**src/rtl/cgra_config_pkg.sv**
```systemverilog
// Shared types for the CGRA configuration receiver: address field layout,
// load-tracking FSM states and the decoded configuration word.
package cgra_config_pkg;

    localparam int ADDR_W      = 32;
    localparam int DATA_W      = 32;
    localparam int TILE_LSB    = 0;
    localparam int FEATURE_LSB = 16;
    localparam int REG_LSB     = 24;
    localparam int TILE_W      = 16;
    localparam int FEATURE_W   = 8;
    localparam int REG_W       = 8;

    typedef enum logic [1:0] {IDLE, LOADING, DRAIN, DONE} cfg_state_t;

    // "reg" is a keyword, so the register field is called reg_id
    typedef struct packed {
        logic [TILE_W-1:0]    tile;
        logic [FEATURE_W-1:0] feature;
        logic [REG_W-1:0]     reg_id;
        logic [DATA_W-1:0]    data;
    } cfg_word_t;

    // Pure bit slicing of the address; no arithmetic on any field
    function automatic cfg_word_t decode_word(input logic [ADDR_W-1:0] addr,
                                              input logic [DATA_W-1:0] data);
        cfg_word_t w;
        w.tile    = addr[TILE_LSB +: TILE_W];
        w.feature = addr[FEATURE_LSB +: FEATURE_W];
        w.reg_id  = addr[REG_LSB +: REG_W];
        w.data    = data;
        return w;
    endfunction

endpackage

```
**src/rtl/cgra_config_fifo.sv**
```systemverilog
// Show-ahead FIFO of decoded configuration words. The head entry is always
// visible on dout; a push into a full FIFO is accepted when a pop happens
// in the same cycle.
module cgra_config_fifo
    import cgra_config_pkg::*;
#(
    parameter int DEPTH = 4
) (
    input  logic      clk,
    input  logic      rst,
    input  logic      push,
    input  cfg_word_t din,
    input  logic      pop,
    output cfg_word_t dout,
    output logic      full,
    output logic      empty
);

    localparam int AW = (DEPTH > 1) ? $clog2(DEPTH) : 1;
    localparam logic [AW:0] FULL_CNT = (AW+1)'(DEPTH);

    cfg_word_t       mem [DEPTH];
    logic [AW-1:0]   wr_ptr;
    logic [AW-1:0]   rd_ptr;
    logic [AW:0]     count;
    logic            do_push;
    logic            do_pop;

    assign empty   = (count == '0);
    assign full    = (count == FULL_CNT);
    assign do_pop  = pop && !empty;
    assign do_push = push && (!full || do_pop);
    assign dout    = mem[rd_ptr];

    // Storage, pointers and occupancy; storage is cleared so outputs read 0 after reset
    always_ff @(posedge clk or posedge rst) begin
        if (rst) begin
            for (int i = 0; i < DEPTH; i++) mem[i] <= '0;
            wr_ptr <= '0;
            rd_ptr <= '0;
            count  <= '0;
        end else begin
            if (do_push) begin
                mem[wr_ptr] <= din;
                wr_ptr      <= wr_ptr + AW'(1);
            end
            if (do_pop) rd_ptr <= rd_ptr + AW'(1);
            case ({do_push, do_pop})
                2'b10:   count <= count + (AW+1)'(1);
                2'b01:   count <= count - (AW+1)'(1);
                default: count <= count;
            endcase
        end
    end

endmodule

```
**src/rtl/cgra_config_rx.sv**
```systemverilog
// Configuration-port receiver: samples the host address/data stream, decodes
// nonzero-address writes, buffers them and issues them on the tile config bus.
// Tracks the configuration load and flags completion after a run of idle cycles.
module cgra_config_rx
    import cgra_config_pkg::*;
#(
    parameter int NUM_TILES  = 256,
    parameter int FIFO_DEPTH = 4,
    parameter int IDLE_DONE  = 8
) (
    input  logic              clk_in,
    input  logic              reset_in,
    input  logic [ADDR_W-1:0] config_addr_in,
    input  logic [DATA_W-1:0] config_data_in,
    output logic              cfg_valid_out,
    input  logic              cfg_ready_in,
    output logic [15:0]       cfg_tile_out,
    output logic [7:0]        cfg_feature_out,
    output logic [7:0]        cfg_reg_out,
    output logic [31:0]       cfg_data_out,
    output logic              config_done_out,
    output logic [15:0]       write_count_out,
    output logic              err_overflow_out,
    output logic              err_bad_tile_out
);

    localparam int CW = $clog2(IDLE_DONE + 1);
    localparam logic [CW-1:0] IDLE_MAX  = CW'(IDLE_DONE);
    localparam logic [CW-1:0] IDLE_LAST = CW'(IDLE_DONE - 1);
    localparam logic [16:0]   TILE_LIMIT = 17'(NUM_TILES);

    logic [ADDR_W-1:0] in_addr;
    logic [DATA_W-1:0] in_data;
    logic              in_vld;
    cfg_word_t         in_word;
    logic              tile_ok;
    logic              push;
    logic              pop;
    logic              fifo_full;
    logic              fifo_empty;
    cfg_word_t         head;
    cfg_state_t        state;
    logic [CW-1:0]     idle_cnt;

    // Input register: one word sampled every cycle, no backpressure
    always_ff @(posedge clk_in or posedge reset_in) begin
        if (reset_in) begin
            in_addr <= '0;
            in_data <= '0;
            in_vld  <= 1'b0;
        end else begin
            in_addr <= config_addr_in;
            in_data <= config_data_in;
            in_vld  <= (config_addr_in != '0);
        end
    end

    assign in_word = decode_word(in_addr, in_data);
    assign tile_ok = ({1'b0, in_word.tile} < TILE_LIMIT);
    assign push    = in_vld && tile_ok;
    assign pop     = cfg_valid_out && cfg_ready_in;

    cgra_config_fifo #(.DEPTH(FIFO_DEPTH)) u_fifo (
        .clk   (clk_in),
        .rst   (reset_in),
        .push  (push),
        .din   (in_word),
        .pop   (pop),
        .dout  (head),
        .full  (fifo_full),
        .empty (fifo_empty)
    );

    assign cfg_valid_out   = !fifo_empty;
    assign cfg_tile_out    = head.tile;
    assign cfg_feature_out = head.feature;
    assign cfg_reg_out     = head.reg_id;
    assign cfg_data_out    = head.data;

    // Sticky error flags and saturating transfer counter
    always_ff @(posedge clk_in or posedge reset_in) begin
        if (reset_in) begin
            err_bad_tile_out <= 1'b0;
            err_overflow_out <= 1'b0;
            write_count_out  <= '0;
        end else begin
            if (in_vld && !tile_ok)            err_bad_tile_out <= 1'b1;
            if (push && fifo_full && !pop)     err_overflow_out <= 1'b1;
            if (pop && write_count_out != 16'hFFFF)
                write_count_out <= write_count_out + 16'd1;
        end
    end

    // Load-tracking FSM; any registered nonzero address (even a rejected one) is activity
    always_ff @(posedge clk_in or posedge reset_in) begin
        if (reset_in) begin
            state           <= IDLE;
            idle_cnt        <= '0;
            config_done_out <= 1'b0;
        end else begin
            case (state)
                IDLE: begin
                    if (in_vld) begin
                        state    <= LOADING;
                        idle_cnt <= '0;
                    end
                end
                LOADING: begin
                    if (in_vld) begin
                        idle_cnt <= '0;
                    end else if (idle_cnt == IDLE_LAST) begin
                        idle_cnt <= IDLE_MAX;
                        state    <= DRAIN;
                    end else begin
                        idle_cnt <= idle_cnt + CW'(1);
                    end
                end
                DRAIN: begin
                    if (in_vld) begin
                        state    <= LOADING;
                        idle_cnt <= '0;
                    end else if (fifo_empty) begin
                        state           <= DONE;
                        config_done_out <= 1'b1;
                    end
                end
                DONE: begin
                    if (in_vld) begin
                        state           <= LOADING;
                        idle_cnt        <= '0;
                        config_done_out <= 1'b0;
                    end
                end
                default: state <= IDLE;
            endcase
        end
    end

endmodule

```
**config.mk**
```make
export PLATFORM = sky130hd
export DESIGN_NAME = cgra_config_rx
export DESIGN_NICKNAME = d
export VERILOG_FILES = /design/src/rtl/cgra_config_pkg.sv /design/src/rtl/cgra_config_fifo.sv /design/src/rtl/cgra_config_rx.sv
export SDC_FILE = /design/constraint.sdc
export NUM_CORES = 1
export LEC_CHECK = 0
export CORE_ASPECT_RATIO = 0.7
export CORE_UTILIZATION = 45
export CTS_CLUSTER_DIAMETER = 100
export DETAILED_ROUTE_END_ITERATION = 12
export PLACE_DENSITY = 0.62
export SYNTH_ARGS = -nofsm -noshare
export SYNTH_HDL_FRONTEND = slang
export SYNTH_SLANG_ARGS = --single-unit
```
**constraint.sdc**
```tcl
create_clock -name clk_in -period 18.61 [get_ports clk_in]
set_input_delay 3.722 -clock clk_in [delete_from_list [all_inputs] [get_ports clk_in]]
set_output_delay 3.722 -clock clk_in [all_outputs]
set_load 0.05 [all_outputs]
```
Yosys cells after proc, flatten, opt, wreduce, memory -nomap -nowiden
Cells that the tools add are included.

word-level totals
  register bits after elaboration = 353
  input bits = 67
  output and inout bits = 84
  word-level logic and storage cells = 100

operators by class
  add/sub/neg operators = 6
  $lt $le $gt $ge = 4
  equality and inequality tests = 16
  mux-type cells = 21
  bitwise gates (word level) = 2
  reductions and logical operators = 23

operator list
  cell                     number
  $bwmux W256              1
  $mux W64                 3
  $bmux W64 S2             1
  $demux W64 S2            1
  $reduce_bool A32 Y1      1
  $add A16 B1 Y16 const B  1
  $lt A16 B9 Y1 const B    1
  $ne A16 B16 Y1 const B   1
  $mux W4                  3
  $mux W2                  5
  $logic_and A1 B1 Y1      9
  $ne A2 B2 Y1 const B     4
  $pmux W4 S2              1
  $reduce_and A4 Y1        2
  $eq A2 B2 Y1 const B     3
  $ge A3 B3 Y1 const B     2
  $ne A2 B1 Y1 const B     3
  $not A2 Y3               2
  $pmux W2 S3              1
  $pmux W3 S2              1
  $add A2 B1 Y2 const B    2
  $add A4 B1 Y4 const B    1
  $eq A2 B1 Y1 const B     2
  $eq A4 B3 Y1 const B     1
  14 further kinds         20

Logic depth before layout (Yosys ltp)
  depth in word-level cells = 8
  mapped depth = 10
  mapped depth without buffers = 10

Modules after synthesis
From an unflattened synthesis, not the netlist that was laid out.

second synthesis, totals
  cell total of the unflattened synthesis = 858
  area total of the unflattened synthesis = 14,537.7 sq um

by module, submodules not included
  module            instances  cells an instance  area each (sq um)  sequential area each (sq um)
  cgra_config_fifo  1          656                11,553.6           6,581.3
  cgra_config_rx    1          202                2,984.1            2,252.2

Worst setup path after synthesis
Ideal clock, no wire load.

  path type = register to output
  from = register u_fifo.rd_ptr[0]
  to = output port cfg_data_out[23]
  arrival = 2.166 ns
  data required time = 14.888 ns
  path slack = 12.722 ns
  stages on the path, launching flop included = 5
  buffers on the path = 3
  cell sequence = dfrtp_1 -> buf_1 -> clkbuf_1 -> clkbuf_1 -> mux4_2

on the way
  cells in the longest elaborated chain, start to end = 4

ends and longest elaborated chain
  what                                         line                    RTL
  from (decl)                                  cgra_config_fifo.sv:24  logic [AW-1:0] rd_ptr;
  from (signal assigned)                       cgra_config_fifo.sv:47  if (do_pop) rd_ptr <= rd_ptr + AW'(1);
  $not A2 Y3 (implied by the code)             cgra_config_fifo.sv:33  assign dout = mem[rd_ptr];
  $bmux W64 S2                                 cgra_config_fifo.sv:33
  $mux W64 (implied by the code) (2 in a row)  cgra_config_fifo.sv:33
  to (decl)                                    cgra_config_rx.sv:20    output logic [31:0] cfg_data_out,

Every way passes these cells. The select of a mux whose other input is x is not followed.

Final worst setup path
  from = register u_fifo.rd_ptr[0]
  to = output port cfg_tile_out[11]

on the way
  cells in the longest elaborated chain, start to end = 4

ends and longest elaborated chain
  what                                         line                    RTL
  $not A2 Y3 (implied by the code)             cgra_config_fifo.sv:33
  $bmux W64 S2                                 cgra_config_fifo.sv:33
  $mux W64 (implied by the code) (2 in a row)  cgra_config_fifo.sv:33
  to (decl)                                    cgra_config_rx.sv:17    output logic [15:0] cfg_tile_out,

Every way passes these cells. The select of a mux whose other input is x is not followed.

==> results.yml <==
clock_network:
  cts_buffers: 36
  h-tree-depth: 2
  cts_hold_buf: 0
  clock_path_buffers: 3
  cts_setup_buffers: 0
  cts_tree: "yes"
  cts_root_buf: "clkbuf_16"
  cts_resized: 0
  clk_latency_ns: 0.54
  clk_pin_slew_ns: 0.06
  cts_sinks: 353
routing:
  drc: 0
  firstDrtPassIters: 4
  dr.first_iter.drc_count: 412
  vias: 7609
  detail-route-antenna-nets: 0
  wl_per_cell_um: 19.40
  viasPerCell: 5.205
  drt_wl_total_um: 28360
layout:
  final_cell_mix: "351 x dfrtp_1, 168 x mux2_2, 150 x clkdlybuf4s50_1"
  final_common_cell: "dfrtp_1"
  n_fill_cell: 2563
  instances_no_fill: 1462
  finish.net_count: 1094
  fin_area_um2: 17600
  drive_gt1_frac: 0.3545
  area_growth_syn_to_layout_pct: 20.94
worst_setup_path:
  crit_fanout: 50
  ff2ff_path_depth: 4
  path_class: "register to output port"
  cp_data_required_time_ns: 14.89
  crit_path_start_kind: "register"
  worstPathArrival_ns: 3.37
  cp-end-kind: "output port"
global_routing:
  grt_pass1_wl_um: 46090
  grt_pass1_vias: 8151
  busiest_layer: "met2"
  track_usage: 0.1786
  grtUsageMet1: 0.2638
  grt_use_met3: 0.03573
  antenna_found_initial: 1
  grt_overflow: 0
  met2_usage: 0.2679
  grt_start_max_net_pins: 177
floorplanning:
  dieArea_um2: 33080
  chipWidth_um: 217.0
  die_y_um: 152.5
  num_rows: 54
  core_area_um2: 31490
  ios: 151
  initial_core_util: 0.4623
logic_synthesis:
  synth_top_area_frac: 0.6068
  synth_mux_area_frac: 0.2895
  synth_top_cell_by_area: "dfrtp_1"
  ys_warn_count: 0
  syn_inst: 860
  synth_fa_ha_area_frac: 0.01083
  synth_compound_area_frac: 0.008510
  syn_area_per_cell_um2: 16.93
  syn-num-nets: 939
  synth_edf_count: 0
  synth_area_leaders: "dfrtp_1 61%, mux2_2 13%, mux4_2 9.9%"
  ys_ff_latch: 353
  synthesis.area_um2: 14560
  synth_simple_gate_area_frac: 0.04650
  synth-main-ff-cell: "dfrtp_1"
  ys_async_sr_fraction: 1.000
  synth.distinct_cells: 41
  synth_xor_xnor_area_share: 0.01203
  synth_top_family_by_area: "multiplexers"
  seq_area_frac_synth: 0.6068
timing:
  finalClockSkew_ns: 0.01885
  final-setup-viol-count: 0
  period_share: 0.3808
  rsz0062_at_grt: "no"
  fmax_mhz: 141.1
  relSlewSlack: 0.2692
  fin_crit_ns: 7.087
  finalSetupTns_ns: 0
  hold_viol: 0
  worstMarginPinSlew_ns: 1.096
  setup_ws_ns: 11.52
  drv_slew: 0
power_and_ir_drop:
  totalPowerFinal_w: 0.001927
  irDropWorstVdd_v: 0.00007701
  leakagePower_nw: 8.462
  power_density_nw_per_um2: 109.4
placed_design:
  dp_hpwl_um: 16420
  portBuffers: 150
  place.gp.congestion: 0.7417
  placed_cell_area_um2: 16330
  place_inst: 1397
  place_ws_ns: 11.95
run:
  maxCapViolations: 0
outcome:
  status: "finished clean"
min_path:
  min_path_type: "register to register"
  min_path_cells: 1
==> state kept, by name, indices dropped and copies added (netlist names) <==
name	cells
in_addr	32
write_count_out	16
u_fifo.wr_ptr	2
err_bad_tile_out	1
u_fifo.rd_ptr	2
u_fifo.count	3
err_overflow_out	1
config_done_out	1
in_data	32
in_vld	1
idle_cnt	4
state	2
u_fifo.mem	256
==> cell families (layout without fill, tap and decap cells) <==
| kind of cell | Yosys count | count (layout) |
|---|---|---|
| other | 0 | 1 |
| adders and majority gates | 12 | 12 |
| muxes | 291 | 291 |
| buffers and inverters | 52 | 233 |
| and+or+nand+nor | 112 | 112 |
| xor gates and xnor gates | 20 | 20 |
| DFF | 353 | 353 |
| AOI/OAI and AO/OA | 20 | 20 |
==> layer usage <==
| layer | vias to the layer above | part of all wire | routed length (um) |
|---|---|---|---|
| li1 | 3436 | - | - |
| met1 | 4004 | 0.49 | 13820 |
| met2 | 125 | 0.45 | 12770 |
| met3 | 44 | 0.041 | 1167 |
| met4 | 0 | 0.021 | 600 |
| met5 | - | 0 | 0 |
==> worst max-delay path, cell delays in order (launching register included) <==
cell             delay [ns]
dfrtp_4                0.59
buf_4                  0.81
mux4_2                 0.66
clkdlybuf4s50_1        0.72
==> stage by stage <==
stage	hold slack (ns)	util
after detailed placement	0.4551	0.5188
after floorplan	0.4477	-
after global routing	0.4960	0.5591
after CTS	0.4747	0.5591
after global placement	0.4555	0.5188
final	0.4712	0.5591
==> area by class of cell <==
cell class,count,area [um^2],share of cell area
Clock buffer,47,1044,0.05927
Inverter,12,52.55,0.002985
Tap cell,420,525.5,0.02985
Timing Repair Buffer,157,1567,0.08898
Multi-Input combinational cell,455,5348,0.3038
Sequential cell,353,8841,0.5022
Antenna cell,1,2.502,0.0001421
Clock inverter,17,225.2,0.01279
==> report_power, final <==
group / internal (W) / leakage (nW) / total (W) / switching, W
clock: 0.000466 / 0.623 / 0.000769 / 0.000303
sequential: 0.000804 / 4.72 / 0.000845 / 0.0000414
combinational: 0.000133 / 3.12 / 0.000312 / 0.000180
==> synth_stat cells, types with 2 or more instances <==
cell type and count:
nand3b_1 2, mux2_2 168, nand2_1 13, a21oi_1 5, dfrtp_1 353, nand3_1 5
inv_1 11, mux4_2 64, nand2_4 4, nand2b_1 3, nand4_1 9, nor2_1 11
and4_1 3, mux2_4 58, buf_1 4, nor3_1 8, buf_6 24, ha_1 11
o21ai_0 7, clkbuf_1 12, nor4_1 13, xnor2_1 3, and2_1 34, or4_1 2
xor2_1 17
==> final timing paths <==
kind                                        from                to  slack [ns]
worst max-delay path            u_fifo.rd_ptr[0]  cfg_tile_out[11]       11.52
worst min-delay path            err_bad_tile_out  err_bad_tile_out        0.47
worst max register to register       in_addr[12]    u_fifo.mem[70]       15.41
worst min register to register  err_bad_tile_out  err_bad_tile_out        0.47
max in group asynchronous               reset_in  err_overflow_out       12.60
min in group asynchronous               reset_in       in_data[16]        3.70
Note: power is estimated with default switching activity, not from simulation.
